$ cat config.mk
export PLATFORM = sky130hd
export DESIGN_NAME = alu_mc
export DESIGN_NICKNAME = d
export VERILOG_FILES = /design/src/rtl/alu_pkg.sv /design/src/rtl/alu_muldiv_iter.sv /design/src/rtl/alu_mc.sv
export SDC_FILE = /design/constraint.sdc
export NUM_CORES = 1
export LEC_CHECK = 0
export ABC_AREA = 1
export ABC_CLOCK_PERIOD_IN_PS = 3700
export CAP_MARGIN = 10
export CELL_PAD_IN_SITES_DETAIL_PLACEMENT = 1
export CELL_PAD_IN_SITES_GLOBAL_PLACEMENT = 1
export CORE_MARGIN = 10
export CORE_UTILIZATION = 43
export CTS_CLUSTER_DIAMETER = 100
export DETAILED_ROUTE_END_ITERATION = 8
export PLACE_DENSITY_LB_ADDON = 0.08
export RECOVER_POWER = 50
export SLEW_MARGIN = 0
export SYNTH_ARGS = -nofsm -noshare
export SYNTH_HDL_FRONTEND = slang
export SYNTH_SLANG_ARGS = --single-unit
$ cat constraint.sdc
create_clock -name clk -period 3.7 [get_ports clk]
set_input_delay 0.555 -clock clk [delete_from_list [all_inputs] [get_ports clk]]
set_output_delay 0.555 -clock clk [all_outputs]
set_load 0.05 [all_outputs]
$ cat src/rtl/alu_pkg.sv
// Shared opcode encodings, FSM state type and op classification for the multi-cycle ALU.
package alu_pkg;

  localparam logic [3:0] OP_ADD   = 4'd0;
  localparam logic [3:0] OP_SUB   = 4'd1;
  localparam logic [3:0] OP_AND   = 4'd2;
  localparam logic [3:0] OP_OR    = 4'd3;
  localparam logic [3:0] OP_NOR   = 4'd4;
  localparam logic [3:0] OP_XOR   = 4'd5;
  localparam logic [3:0] OP_SLT   = 4'd6;
  localparam logic [3:0] OP_SLL   = 4'd7;
  localparam logic [3:0] OP_SRL   = 4'd8;
  localparam logic [3:0] OP_SGT   = 4'd9;
  localparam logic [3:0] OP_MUL   = 4'd10;
  localparam logic [3:0] OP_MULHU = 4'd11;
  localparam logic [3:0] OP_DIVU  = 4'd12;
  localparam logic [3:0] OP_REMU  = 4'd13;
  localparam logic [3:0] OP_SRA   = 4'd14;

  typedef enum logic [1:0] {
    StIdle = 2'd0,
    StIter = 2'd1,
    StDone = 2'd2
  } alu_state_e;

  function automatic logic is_iterative(input logic [3:0] op);
    return (op == OP_MUL) || (op == OP_MULHU) || (op == OP_DIVU) || (op == OP_REMU);
  endfunction

endpackage

$ cat src/rtl/alu_muldiv_iter.sv
// Iterative unsigned multiplier / restoring divider over a 2*DATA_WIDTH accumulator.
// One step per cycle; last_o flags the final step, with res_o valid in that same cycle.
module alu_muldiv_iter
  import alu_pkg::*;
#(
  parameter int unsigned DATA_WIDTH = 32
) (
  input  logic                  clk_i,
  input  logic                  rst_i,
  input  logic                  start_i,
  input  logic [3:0]            op_i,
  input  logic [DATA_WIDTH-1:0] a_i,
  input  logic [DATA_WIDTH-1:0] b_i,
  output logic                  last_o,
  output logic [DATA_WIDTH-1:0] res_o
);

  localparam int unsigned W    = DATA_WIDTH;
  localparam int unsigned CntW = $clog2(DATA_WIDTH);

  logic [2*W-1:0]  acc_q, acc_d;
  logic [W-1:0]    opnd_q;
  logic [CntW-1:0] cnt_q;
  logic            active_q, is_mul_q, want_hi_q;
  logic [W:0]      sum, rem_sh, diff;
  logic            start_mul;

  assign start_mul = (op_i == OP_MUL) || (op_i == OP_MULHU);
  assign last_o    = active_q && (cnt_q == CntW'(W - 1));

  // Mul: hi += multiplicand when lsb set, then shift right.
  // Div: shift left, subtract divisor from hi if it fits; a zero divisor naturally
  // yields quotient all ones and remainder equal to the dividend.
  always_comb begin
    sum    = {1'b0, acc_q[2*W-1:W]} + {1'b0, opnd_q};
    rem_sh = acc_q[2*W-1:W-1];
    diff   = rem_sh - {1'b0, opnd_q};
    if (is_mul_q) begin
      acc_d = acc_q[0] ? {sum, acc_q[W-1:1]} : {1'b0, acc_q[2*W-1:1]};
    end else if (!diff[W]) begin
      acc_d = {diff[W-1:0], acc_q[W-2:0], 1'b1};
    end else begin
      acc_d = {rem_sh[W-1:0], acc_q[W-2:0], 1'b0};
    end
  end

  assign res_o = want_hi_q ? acc_d[2*W-1:W] : acc_d[W-1:0];

  always_ff @(posedge clk_i) begin
    if (rst_i) begin
      active_q  <= 1'b0;
      cnt_q     <= '0;
      acc_q     <= '0;
      opnd_q    <= '0;
      is_mul_q  <= 1'b0;
      want_hi_q <= 1'b0;
    end else if (start_i) begin
      active_q  <= 1'b1;
      cnt_q     <= '0;
      is_mul_q  <= start_mul;
      want_hi_q <= (op_i == OP_MULHU) || (op_i == OP_REMU);
      opnd_q    <= start_mul ? a_i : b_i;
      acc_q     <= {{W{1'b0}}, (start_mul ? b_i : a_i)};
    end else if (active_q) begin
      acc_q <= acc_d;
      cnt_q <= cnt_q + 1'b1;
      if (last_o) active_q <= 1'b0;
    end
  end

endmodule

$ cat src/rtl/alu_mc.sv
// Multi-cycle ALU: single-cycle logic/arith ops plus iterative mul/div behind
// valid/ready handshakes, with a registered result.
module alu_mc
  import alu_pkg::*;
#(
  parameter int unsigned DATA_WIDTH = 32,
  parameter int unsigned SEL_WIDTH  = 4,
  parameter int unsigned SHAMT_W    = $clog2(DATA_WIDTH)
) (
  input  logic                  clk,
  input  logic                  rst,
  input  logic                  in_valid,
  output logic                  in_ready,
  input  logic [DATA_WIDTH-1:0] operand1,
  input  logic [DATA_WIDTH-1:0] operand2,
  input  logic [SEL_WIDTH-1:0]  opSel,
  output logic                  out_valid,
  input  logic                  out_ready,
  output logic [DATA_WIDTH-1:0] result,
  output logic                  zero,
  output logic                  div_by_zero,
  output logic                  busy
);

  alu_state_e            state_q;
  logic [DATA_WIDTH-1:0] result_q, alu_res, md_res;
  logic                  zero_q, dbz_q, md_last, accept;
  logic [3:0]            op;
  logic [SHAMT_W-1:0]    shamt;

  assign op       = opSel[3:0];
  assign shamt    = operand2[SHAMT_W-1:0];
  assign in_ready = (state_q == StIdle);
  assign busy     = (state_q != StIdle);
  assign accept   = in_valid && in_ready;

  assign out_valid   = (state_q == StDone);
  assign result      = result_q;
  assign zero        = zero_q;
  assign div_by_zero = dbz_q;

  always_comb begin
    alu_res = '0;
    case (op)
      OP_ADD:  alu_res = operand1 + operand2;
      OP_SUB:  alu_res = operand1 - operand2;
      OP_AND:  alu_res = operand1 & operand2;
      OP_OR:   alu_res = operand1 | operand2;
      OP_NOR:  alu_res = ~(operand1 | operand2);
      OP_XOR:  alu_res = operand1 ^ operand2;
      OP_SLT:  alu_res = {{(DATA_WIDTH-1){1'b0}}, operand1 < operand2};
      OP_SGT:  alu_res = {{(DATA_WIDTH-1){1'b0}}, operand1 > operand2};
      OP_SLL:  alu_res = operand1 << shamt;
      OP_SRL:  alu_res = operand1 >> shamt;
      OP_SRA:  alu_res = DATA_WIDTH'($signed(operand1) >>> shamt);
      default: alu_res = '0;
    endcase
  end

  alu_muldiv_iter #(
    .DATA_WIDTH(DATA_WIDTH)
  ) u_muldiv (
    .clk_i  (clk),
    .rst_i  (rst),
    .start_i(accept && is_iterative(op)),
    .op_i   (op),
    .a_i    (operand1),
    .b_i    (operand2),
    .last_o (md_last),
    .res_o  (md_res)
  );

  always_ff @(posedge clk) begin
    if (rst) begin
      state_q  <= StIdle;
      result_q <= '0;
      zero_q   <= 1'b1;
      dbz_q    <= 1'b0;
    end else begin
      unique case (state_q)
        StIdle: begin
          if (in_valid) begin
            dbz_q <= ((op == OP_DIVU) || (op == OP_REMU)) && (operand2 == '0);
            if (is_iterative(op)) begin
              state_q <= StIter;
            end else begin
              result_q <= alu_res;
              zero_q   <= (alu_res == '0);
              state_q  <= StDone;
            end
          end
        end
        StIter: begin
          if (md_last) begin
            result_q <= md_res;
            zero_q   <= (md_res == '0);
            state_q  <= StDone;
          end
        end
        StDone: begin
          if (out_ready) state_q <= StIdle;
        end
        default: state_q <= StIdle;
      endcase
    end
  end

endmodule

==> impl_results.rst <==
.. list-table::
   :header-rows: 1

   * - Metric
     - Value
   * - Most used DFF post-synth
     - sky130_fd_sc_hd__dfxtp_1
   * - Reg area
     - 0.00281 sq mm
   * - Cell Int Power
     - 4.73 mW
   * - Outcome
     - finished clean
   * - Cell-by-cell trace of the critical path
     - clkdlybuf4s50_1, inv_1, ha_1, a21oi_1, o21ai_0, a21oi_1, o21ai_2, buf_4, nand2_1, nand3_1, nand3_1, nor2_1, buf_4, nand2_1, nand3_1, a21oi_1
   * - Max-capacitance violation count
     - 0
   * - Worst Hold Launch
     - result[19]
   * - Number of buffers inserted to repair setup after CTS
     - 0
   * - Syn Inst Count
     - ~4100
   * - Number of primary I/O pins
     - approximately 110
   * - Initial antenna violation count
     - 5
   * - DR pass1 iterations
     - 6
   * - Path type of the worst min-delay path
     - reg2reg
   * - Longest individual stage delay on the worst path
     - 0.48 ns
   * - Total chip power
     - 9.48 mW
   * - Number of enable flip-flop cells after synthesis
     - 0
   * - Reg-to-Reg Start
     - u_muldiv.acc_q[31]
   * - RSZ-0062 raised after global routing
     - true
   * - Period utilisation layout
     - 100%
   * - DPL Wire Length
     - ~110000 um
   * - Util after Layout
     - 55.9%
   * - Leakage dissipation
     - 14.7 nW
   * - Count of synthesis-stage warnings from yosys
     - 0
   * - Area share of and/or/nand/nor cells after synthesis
     - 42.7%
   * - Clock tree from TritonCTS
     - done
   * - Area share of xor/xnor cells in the synthesized design
     - 1.03%
   * - Worst-skew pair later-pin latency
     - around 0.50 ns
   * - Std cell rows
     - 83
   * - Part of the total power dissipated in combinational logic
     - between 60 and 70%
   * - Headroom to the max-slew limit
     - 39.8%
   * - Register clock-pin slew on the reported worst setup and hold paths
     - 0.07 ns
   * - Synthesized area per cell
     - between 5 and 6 sq um
   * - Area of the mapped netlist
     - approximately 0.022 sq mm
   * - Net Switching
     - 4.75 mW
   * - Largest net degree at the start of global routing
     - 82
   * - Vias per Instance
     - 6.04
   * - Biggest fanout along the worst timing path
     - 7
   * - Vias
     - between 30000 and 40000
   * - Final hold vios
     - 0
   * - Max IR drop VDD
     - roughly 340 uV
   * - Bufs on Longest Clock Path
     - 2
   * - Worst setup path category
     - in2reg
   * - Post-route DRC
     - 0
   * - Yosys reg bits
     - 140
   * - TritonCTS buffer count
     - 17
   * - Height of the die
     - 247 um
   * - Num Clock Sinks
     - 140
   * - Number of library cell types mapped by synthesis
     - 54
   * - Clock skew
     - 0.0186 ns
   * - GR met1 Demand/Resource
     - 49.7%
   * - Crit end category
     - flip-flop
   * - Area used by multi-input combinational logic
     - 0.0167 sq mm
   * - Number of global-route vias before repair
     - 32700
   * - GRT busiest layer
     - met2
   * - Proportion of power drawn by flip-flops and latches
     - 18.1%
   * - CP required
     - 4.12 ns
   * - Maximum clock frequency
     - 0.270 GHz
   * - Final worst hold slack
     - 0.461 ns
   * - Final Critical Period
     - about 3.7 ns
   * - Fraction of the mapped netlist area in compound gates
     - 20.9%
   * - Fraction of registers with async set/reset
     - 0%
   * - Switching share of power
     - 50.1%
   * - Crit path max-delay cell type
     - sky130_fd_sc_hd__clkdlybuf4s50_1
   * - Final setup fails
     - 0
   * - Synthesized netlist net count
     - 4385
   * - Net total in the final layout
     - 4913
   * - Die area
     - 0.0608 sq mm
   * - Power per Cell Area
     - 332 mW/mm^2
   * - # hold bufs at CTS
     - 0
   * - FILL cells
     - 7617
   * - Clock share of power
     - 20.1%
   * - Post-detailed-routing wire length
     - 134000 um
   * - Layout Area Growth over Synthesis
     - 29.4%
   * - Buffer type at the clock tree root
     - sky130_fd_sc_hd__clkbuf_16
   * - Met2 capacity usage during global routing
     - 69.8%
   * - Overall fraction of global-route tracks in use
     - ~43%
   * - Adder-Cell Fraction of Synth Area
     - 9.99%
   * - Post-DRT Antenna Nets
     - 0
   * - Sequential area share after synthesis
     - roughly an eighth
   * - Arrival time worst endpoint
     - 4.12 ns
   * - Share of synthesized area spent on multiplexers
     - less than 1%
   * - Weighted congestion at the end of routability-driven global placement
     - about 1.1
   * - Worst setup slack after layout
     - about 0.00064 ns
   * - Worst Max-Slew Pin Slew
     - 0.903 ns
   * - Floorplan die width
     - ~250 um
   * - Pins over their slew limit
     - 0
   * - Initial Utilization
     - a little over two fifths
   * - Iter 0 DRT Violations
     - 3851
   * - CTS H-tree lvls
     - 4
   * - Worst setup slack after placement
     - -0.657 ns
   * - Routing usage on met3
     - 7.67%
   * - Residual overflow from global routing
     - 0
   * - Count of input and output buffers
     - approximately 110
   * - Main combinational cell family by area after synthesis
     - simple AND/OR/NAND/NOR gates
   * - Wire length of the first global-routing pass
     - 197000 um
   * - Average detailed-routed wire length per instance
     - roughly 25 um
   * - Total negative slack
     - 0 ns
   * - Critical path startpoint category
     - input pin
   * - Core box area
     - 0.0511 sq mm
   * - CP Launch Point
     - operand1[7]
   * - Ratio of cells with drive above 1 in the final layout
     - 15.0%
[timing repair]
item | CTS | global route
pin swaps | 0 | 1
setup endpoints to repair | 2 | 25
resized for setup | 6 | 39
[final cells by class]
class	count	share of cell area [%]
clock inverters	14	0.639
repair buffers	691	19.7
well taps	680	2.98
inverters	519	6.82
diodes	1	0.00876
flip-flops and latches	140	9.82
multi-input cells	3298	58.5
clock buffers	18	1.50
[kinds of logic after synthesis]
family	count (synthesis)
xor gates and xnor gates	26
buffers and inverters	701
adders and majority gates	174
AOI/OAI and AO/OA	826
DFF	140
muxes	10
and+or+nand+nor	2262
[metal layers]
metal | wire length (um) | share of wire, %
met5 | 13 | 0.0097
met4 | 11800 | 8.8
met3 | 12400 | 9.2
met2 | 60300 | 45
met1 | 49900 | 37
[worst paths after layout]
path	to	cells past startpoint	slack, ns
max	result[10]	16	0.0006
min	result[19]	2	0.46
max reg2reg	result[12]	22	0.10
min reg2reg	result[19]	2	0.46
[power by group through the flow]
| stage | sequential, mW | clock (mW) | combinational, mW |
|---|---|---|---|
| 3_3_place_gp | 1.73 | 0 | 5.43 |
| 3_5_place_dp | 1.74 | 0 | 5.59 |
| 6_report | 1.71 | 1.91 | 5.86 |
| 4_1_cts | 1.71 | 1.92 | 5.65 |
| 5_1_grt | 1.72 | 1.97 | 6.25 |
| 2_1_floorplan | 1.82 | 0 | 2.91 |
[sequential cells by signal, summed over array words and instances, names as in the netlist]
signal,count
div_by_zero,1
u_muldiv.opnd_q,32
u_muldiv.is_mul_q,1
u_muldiv.acc_q,64
u_muldiv.active_q,1
u_muldiv.cnt_q,5
zero,1
result,32
state_q,2
u_muldiv.want_hi_q,1
[worst max-delay path: cells and delay by family]
kind	cells	cell delay (ns)
compound gates	5	1.43
fa+ha+maj	1	0.45
buf+inv	4	0.86
simple gates	6	0.80
[cell usage in the layout (no fill, tap or decap), drive strengths merged, types with 39 or more instances in the layout]
master            n
nand2          1390
buf             582
inv             515
nand3           405
o21ai           343
nor2            328
a21oi           280
ha              170
dfxtp           140
o211ai           70
clkdlybuf4s50    65
nand4            49
nor3             41
dlygate4sd3      39
[synthesized netlist by cell type (3+ instances only)]
master                      instances  area share, %
sky130_fd_sc_hd__nand2_1         1377             23
sky130_fd_sc_hd__inv_1            499            8.5
sky130_fd_sc_hd__nand3_1          398            9.0
sky130_fd_sc_hd__o21ai_0          323            7.3
sky130_fd_sc_hd__nor2_1           322            5.5
sky130_fd_sc_hd__a21oi_1          276            6.3
sky130_fd_sc_hd__ha_1             170            9.6
sky130_fd_sc_hd__dfxtp_1          140             13
sky130_fd_sc_hd__clkbuf_1         131            2.2
sky130_fd_sc_hd__o211ai_1          70            2.4
sky130_fd_sc_hd__nand4_1           49            1.4
sky130_fd_sc_hd__nor3_1            40           0.91
sky130_fd_sc_hd__a31oi_1           36            1.0
sky130_fd_sc_hd__buf_1             28           0.48
sky130_fd_sc_hd__o21a_1            24           0.82
sky130_fd_sc_hd__o22ai_1           23           0.65
sky130_fd_sc_hd__o21ai_1           20           0.45
sky130_fd_sc_hd__xor2_1            17           0.67
sky130_fd_sc_hd__buf_2             15           0.34
sky130_fd_sc_hd__o21bai_1          13           0.44
sky130_fd_sc_hd__nor4_1            12           0.34
sky130_fd_sc_hd__inv_2             11           0.19
sky130_fd_sc_hd__nand3b_1          11           0.37
sky130_fd_sc_hd__mux2i_1           10           0.45
sky130_fd_sc_hd__or2_2             10           0.28
sky130_fd_sc_hd__clkinv_1           9           0.15
sky130_fd_sc_hd__xnor2_1            9           0.36
sky130_fd_sc_hd__a21o_1             8           0.27
sky130_fd_sc_hd__and2_1             8           0.23
sky130_fd_sc_hd__a221oi_1           7           0.28
sky130_fd_sc_hd__nand2_2            7           0.20
sky130_fd_sc_hd__nand3_2            7           0.32
sky130_fd_sc_hd__o221ai_1           7           0.28
sky130_fd_sc_hd__nand2_4            6           0.31
sky130_fd_sc_hd__a211oi_1           5           0.17
sky130_fd_sc_hd__nor2_2             5           0.14
sky130_fd_sc_hd__buf_4              4           0.14
sky130_fd_sc_hd__fa_1               4           0.36
sky130_fd_sc_hd__o2111ai_1          4           0.16
sky130_fd_sc_hd__a21oi_2            3           0.12
sky130_fd_sc_hd__or2_0              3          0.085
[through the flow]
| step | area, sq um | std cells |
|---|---|---|
| 2_1_floorplan | 22100 | 4139 |
| 3_3_place_gp | 27900 | 5328 |
| 3_5_place_dp | 27900 | 5328 |
| 4_1_cts | 28500 | 5360 |
| 5_1_grt | 28600 | 5360 |
| 6_report | 28600 | 5361 |
Note: power is estimated with default switching activity, not from simulation.
